$ cat src/rtl/store_buffer.sv
// store_buffer: posted-store FIFO between the MEM stage and the data memory.
// Loads own the memory port when requested and are forwarded from the
// youngest matching buffered store; stores drain one per non-load cycle.
module store_buffer #(
  parameter int DATA_W = 5,
  parameter int ADDR_W = 5,
  parameter int DEPTH  = 4
) (
  input  logic              clk,
  input  logic              rst_n,
  input  logic              st_valid,
  output logic              st_ready,
  input  logic [ADDR_W-1:0] st_addr,
  input  logic [DATA_W-1:0] st_data,
  input  logic              ld_valid,
  input  logic [ADDR_W-1:0] ld_addr,
  output logic              ld_done,
  output logic [DATA_W-1:0] ld_data,
  output logic              ld_fwd,
  output logic              empty,
  output logic              memwrite,
  output logic              memread,
  output logic [ADDR_W-1:0] memory_address,
  output logic [DATA_W-1:0] memory_write_data,
  input  logic [DATA_W-1:0] memory_read_data
);

  localparam int              PTR_W = $clog2(DEPTH);
  localparam logic [PTR_W:0]  FULL  = (PTR_W+1)'(DEPTH);

  logic [ADDR_W-1:0] ent_addr [DEPTH];
  logic [DATA_W-1:0] ent_data [DEPTH];
  logic [PTR_W-1:0]  head;
  logic [PTR_W-1:0]  tail;
  logic [PTR_W:0]    count;

  logic              push;
  logic              drain;
  logic              fwd_hit;
  logic [DATA_W-1:0] fwd_data;

  // A full buffer refuses stores even when a drain frees a slot this cycle.
  assign st_ready = (count != FULL);
  assign empty    = (count == '0);
  assign push     = st_valid && st_ready;
  assign drain    = !ld_valid && (count != '0);

  // Port arbitration: a load always wins, otherwise the head entry drains.
  assign memread           = rst_n && ld_valid;
  assign memwrite          = rst_n && drain;
  assign memory_address    = ld_valid ? ld_addr : ent_addr[head];
  assign memory_write_data = ent_data[head];

  // Youngest-match search: walk oldest to youngest so later hits override.
  // Only registered entries take part, so a store accepted on the load's
  // own edge is never seen by that load.
  always_comb begin
    fwd_hit  = 1'b0;
    fwd_data = '0;
    for (int i = 0; i < DEPTH; i++) begin
      if (((PTR_W+1)'(i) < count) && (ent_addr[head + PTR_W'(i)] == ld_addr)) begin
        fwd_hit  = 1'b1;
        fwd_data = ent_data[head + PTR_W'(i)];
      end
    end
  end

  // Entry storage; cleared on reset so the idle memory address/data read 0.
  always_ff @(posedge clk or negedge rst_n) begin
    if (!rst_n) begin
      for (int i = 0; i < DEPTH; i++) begin
        ent_addr[i] <= '0;
        ent_data[i] <= '0;
      end
    end else if (push) begin
      ent_addr[tail] <= st_addr;
      ent_data[tail] <= st_data;
    end
  end

  // Pointers and occupancy; push and drain together leave count unchanged.
  always_ff @(posedge clk or negedge rst_n) begin
    if (!rst_n) begin
      head  <= '0;
      tail  <= '0;
      count <= '0;
    end else begin
      if (push)  tail <= tail + 1'b1;
      if (drain) head <= head + 1'b1;
      unique case ({push, drain})
        2'b10:   count <= count + 1'b1;
        2'b01:   count <= count - 1'b1;
        default: count <= count;
      endcase
    end
  end

  // Load return stage: result registered one cycle after the request.
  always_ff @(posedge clk or negedge rst_n) begin
    if (!rst_n) begin
      ld_done <= 1'b0;
      ld_fwd  <= 1'b0;
      ld_data <= '0;
    end else begin
      ld_done <= ld_valid;
      ld_fwd  <= ld_valid && fwd_hit;
      if (ld_valid) ld_data <= fwd_hit ? fwd_data : memory_read_data;
    end
  end

endmodule

$ cat config.mk
export PLATFORM = sky130hd
export DESIGN_NAME = store_buffer
export DESIGN_NICKNAME = d
export VERILOG_FILES = /design/src/rtl/store_buffer.sv
export SDC_FILE = /design/constraint.sdc
export NUM_CORES = 1
export LEC_CHECK = 0
export ABC_AREA = 1
export CAP_MARGIN = 20
export CORE_MARGIN = 2
export CORE_UTILIZATION = 36
export CTS_CLUSTER_DIAMETER = 50
export DETAILED_ROUTE_END_ITERATION = 6
export PLACE_DENSITY_LB_ADDON = 0.08
export SLEW_MARGIN = 20
export SYNTH_ARGS = -nofsm -noshare
export SYNTH_HDL_FRONTEND = slang
export SYNTH_SLANG_ARGS = --single-unit
$ cat constraint.sdc
create_clock -name clk -period 2.4 [get_ports clk]
set_clock_uncertainty 0.15 [all_clocks]
set_input_delay 0.24 -clock clk [delete_from_list [all_inputs] [get_ports clk]]
set_output_delay 0.24 -clock clk [all_outputs]
set_load 0.01 [all_outputs]
# Word level (Yosys, flattened, before mapping)
# Cells that the tools add are included.
# W data, S select, Z words.
# totals
register_bits	54
in_bits	24
out_inout_bits	21
word_cells	95
# op_classes
addsub	6
order_cmp	10
eq_ne	7
n_mux	39
n_bitwise	5
n_reduce_logical	14
# ops
op	count
$mux W5	23
$bmux W5 S2	8
$bwmux W20	2
$eq A5 B5 Y1	4
$ge A3 B3 Y1 const B	5
$not A2 Y3	5
$demux W5 S2	1
$logic_and A1 B1 Y1	10
$lt A1 B3 Y1 const A	2
$lt A2 B3 Y1 const A	2
$pmux W3 S2	1
$add A2 B1 Y2 const B	2
$add A2 B2 Y2 const B	2
$mux W1	4
$add A3 B1 Y3 const B	1
$logic_not A3 Y1	1
$lt A3 B1 Y1 const B	1
$ne A3 B3 Y1 const B	1
$reduce_bool A3 Y1	1
$sub A3 B1 Y3 const B	1
$eq A2 B1 Y1 const B	1
$eq A2 B2 Y1 const B	1
$reduce_bool A2 Y1	1
$logic_not A1 Y1	1

# Depth between registers and ports, before layout
# logic_depth
depth_word	11
ltp_mapped	16
ltp_nobuf	15

# Least setup slack after synthesis
# No wires, ideal clock.
# synth_timing
path_type	register to register
from	register count[0]
to	register count[2]
setup_ps	118
arrival_ps	1752
required_time_ps	2132
path_slack_ps	380
stages_incl_launch_ff	11
n_path_buf	0
period_less_slack_ps	2020
path_cell_list	dfrtp_1 inv_1 ha_1 inv_1 nor2_1 nor2_1 ha_1 nor2_1 o21ai_0 xor2_1 inv_1
# synth_between
elab_chain_cells	4
word_cells_on_any_way	10
classes_between	add/sub: 2; eq/ne: 3; mux: 1; reduce/logical: 4
# synth_rtl
item	line	source
from (decl)	35	logic [PTR_W:0] count;
from (signal assigned)	91	2'b10: count <= count + 1'b1;
from (signal assigned)	92	2'b01: count <= count - 1'b1;
from (signal assigned)	93	default: count <= count;
$reduce_bool A3 Y1 *	46	assign drain = !ld_valid && (count != '0);
$logic_and A1 B1 Y1 *	46	
net drain	38	logic drain;
$eq A2 B1 Y1 or $eq A2 B2 Y1 (tied branches)	90	unique case ({push, drain})
$pmux W3 S2 or $reduce_bool A2 Y1 (tied branches)	--	
# Mark *: on every way through the listed nets, which the timed path passes. The rest lies on a longest branch.
# A chain may end at the register's enable or synchronous reset.

# Worst setup path in the final report
# layout_timing
from	register head[0]
to	output port memory_write_data[0]
# layout_between
elab_chain_cells	4
# layout_rtl
item	line	source
from (decl)	33	logic [PTR_W-1:0] head;
from (signal assigned)	89	if (drain) head <= head + 1'b1;
$not A2 Y3 (implied by the code)	52	assign memory_write_data = ent_data[head];
$bmux W5 S2	52	
$mux W5 (implied by the code) (2 in series)	52	
to (decl)	24	output logic [DATA_W-1:0] memory_write_data,
# No other way between the ends. The select of a mux whose other input is x is not followed.

==> reports/metrics.csv <==
stage;metric;value;unit
outcome;run status;finished clean;
yosys;Seq/Total Area, Yosys;34.4;%
sta;Period minus WS final;2.26;ns
clocking;clk slew on worst S/H paths;0.11;ns
pwr;peak supply drop;386;µV
yosys;syn nets;621;
floorplan;Die Area;11800;µm²
critical_path;type of the worst setup path;flip-flop to output pin;
floorplan;die height;108;µm
global_routing;met1 GRT Util;27.6;%
route;Via Count;3822;
clocking;clock tree root buffer cell;clkbuf_8;
floorplan;Die X-Extent;108;µm
job;# Max-Cap Violations;0;
global_routing;GRT met2 Usage;29.0;%
floorplan;Initial Utilization;36.6;%
critical_path;r2r startpoint;head[0]$_DFFE_PN0P_;
clocking;clock sinks;54;
place;Port Buffers;44;
yosys;main flop type after synthesis;dfrtp_1;
pwr;P per Cell Area;1440;nW/µm²
floorplan;number of core rows;38;
place;Final Wtd Congestion;0.829;
yosys;Yosys top cell by area;dfrtp_1;
clocking;Skew-Pair Late Insertion Delay;0.33;ns
global_routing;global route hottest layer;met2;
route;initial drt markers;245;
route;DR pass1 iterations;5;
sta;TNS Setup;0;ns
yosys;top cells by area, synth;dfrtp_1 (34%), nand2_1 (21%), o21ai_0 (11%);
sta;Final Cycle Share;94.2;%
yosys;Mapped Area;3930;µm²
route;ANT nets after route;0;
critical_path;worst-case reg-to-reg path depth;15;
floorplan;IO Pins;45;
yosys;Post-synth top cells;nand2_1 (220), o21ai_0 (90), dfrtp_1 (54), inv_1 (48), nand3_1 (44);
pwr;LEAKAGE;2.41;nW
layout;area delta synth->final;22.1;%
critical_path;startpoint types;flip-flop;
clocking;CTS Buf Count;5;
critical_path;Worst Path Required;2.01;ns
route;DRC viols;0;
layout;final core occ;44.6;%
layout;number of inserted diodes;0;
clocking;clk buf depth;2;
yosys;unique cell type count in the Yosys netlist;30;
global_routing;antenna violations before repair;0;
floorplan;Placeable Area;10700;µm²
route;routed wire length;10.6;mm
min_path;Hold WC Path Type;primary input to async pin;
sta;max_slew headroom;59.0;%
global_routing;total track usage;19.2;%
route;via/cell ratio;4.89;
global_routing;number of global-route vias before repair;3540;
yosys;Syn Area/Cell;6.68;µm²
critical_path;crit-path most repeated cell;o21ai_0;
critical_path;CP Cell Sequence;buf_4 > clkbuf_16 > nand2_1 > o21ai_0 > o21ai_0 > dlygate4sd2_1;
critical_path;CP Capture Type;output pin;
critical_path;FF-to-FF End;ld_data[2]$_DFFE_PN0P_;
global_routing;pin count of the biggest net entering global routing;48;
critical_path;setup slack, reg-to-reg;0.18;ns
clocking;CTS tree;yes;
yosys;Yosys reg bits;54;
critical_path;CP max stage delay;0.48;ns
global_routing;met3 usage;2.59;%
global_routing;wire length of the first global-routing pass;17.6;mm
yosys;cell with the most instances after synthesis;nand2_1;
route;DR WL/cell;13.6;µm
critical_path;Worst path slowest cell;dfrtp_2;
place;DP HPWL;8.20;mm
sta;Final Hold Viols;0;
clocking;H-Tree Depth;2;
yosys;Mapped Cells;588;
pwr;Pwr Total;6.89;mW
sta;Slew Limit Fails;0;
critical_path;worst path arrival time;1.87;ns
sta;final setup fails;0;
layout;fill count;1172;
layout;post-route insts no fill;782;
layout;Total Nets Final;674;
yosys;synth warn;0;
yosys;EDFF count, synth;0;
place;Placed Cells;766;
sta;FMAX;0.442;GHz
yosys;Post-synth ARST share;100;%
global_routing;gr ovfl total;0;
critical_path;Max Fanout on Critical Path;18;
layout;proportion of layout cells with a drive suffix above 1;11.2;%
sta;worst slew pin tran;0.614;ns
yosys;top-area cell type share of the netlist area;34.4;%
cells by family (layout without fill, tap and decap cells):
group	after synthesis	count (layout)	share of synthesized area [%]
AO/OA/AOI/OAI	108	108	14.6
XOR/XNOR	8	8	1.78
adder cells (fa/ha/maj)	9	9	2.87
buffers and inverters	78	132	8.89
flip-flops	54	54	34.4
multiplexers	2	2	0.510
AND/OR/NAND/NOR	329	329	36.9
state kept, by name, indices dropped and copies added, names as in the netlist:
register and flops:
count 3, ent_addr 20, ent_data 20, head 2, ld_data 5, ld_done 1
ld_fwd 1, tail 2
placed cells by master, fill, tap and decap left out, types with 9 or more instances in the layout:
cell,netlist,routed
dfrtp_1,54,53
nor2_1,26,25
o21ai_1,9,12
nand3_1,44,44
ha_1,9,9
buf_4,3,25
nand2_1,220,219
inv_1,48,48
clkdlybuf4s50_1,0,32
nand4_1,14,14
o21ai_0,90,86
repair_timing:
action                                 4_1_cts  5_1_grt
pin swaps                                    1        5
gates resized for setup                     13       13
setup endpoints to repair                   10        8
buffers inserted                             1        5
cloned                                       0        1
hold buffers                                 1        0
endpoints found under the hold margin        7        0
layer usage:
| metal | routed length (µm) | vias to the layer above |
|---|---|---|
| li1 | - | 2001 |
| met1 | 5330 | 1704 |
| met2 | 4470 | 96 |
| met3 | 521 | 21 |
| met4 | 313 | 0 |
| met5 | 0 | - |
layout make-up:
class | instances | area, µm² | area share, %
repair buffers | 73 | 696 | 14.5
well taps | 140 | 175 | 3.65
inverters | 51 | 196 | 4.10
clock inverters | 2 | 37.5 | 0.783
clock buffers | 6 | 72.6 | 1.51
flip-flops and latches | 54 | 1350 | 28.2
multi-input cells | 456 | 2270 | 47.2
where the power goes:
part	internal, mW	total (mW)	switching (mW)
combinational	1.74	4.55	2.81
sequential	1.33	1.69	0.356
clock	0.312	0.652	0.340
critical path, delay by kind of cell (launching register included):
family,cells,cell delay (ns)
AOI/OAI and AO/OA,2,0.37
and+or+nand+nor,1,0.06
DFF,1,0.48
buffers and inverters,3,0.63
per-stage QoR:
stage / cell area (µm²) / setup slack, ns / hold slack, ns
detailed placement: 4560 / 0.0901 / -0.0398
finish: 4800 / 0.139 / 0.128
CTS: 4690 / 0.00439 / 0.121
global placement: 4560 / 0.128 / -0.0400
global route: 4800 / -0.00339 / 0.156
floorplan: 3930 / 0.380 / -0.206
worst max path at each step:
stage                     cells after the start                 start                      to
final                                         6   head[0]$_DFFE_PN0P_    memory_write_data[0]
after global routing                         12   head[0]$_DFFE_PN0P_  ld_data[0]$_DFFE_PN0P_
after CTS                                     5   head[0]$_DFFE_PN0P_    memory_write_data[4]
after detailed placement                     14   head[0]$_DFFE_PN0P_  ld_data[3]$_DFFE_PN0P_
after global placement                       14   head[0]$_DFFE_PN0P_  ld_data[3]$_DFFE_PN0P_
after floorplan                              10  count[0]$_DFFE_PN0P_    count[2]$_DFFE_PN0P_
(Power assumes the default switching activity.)
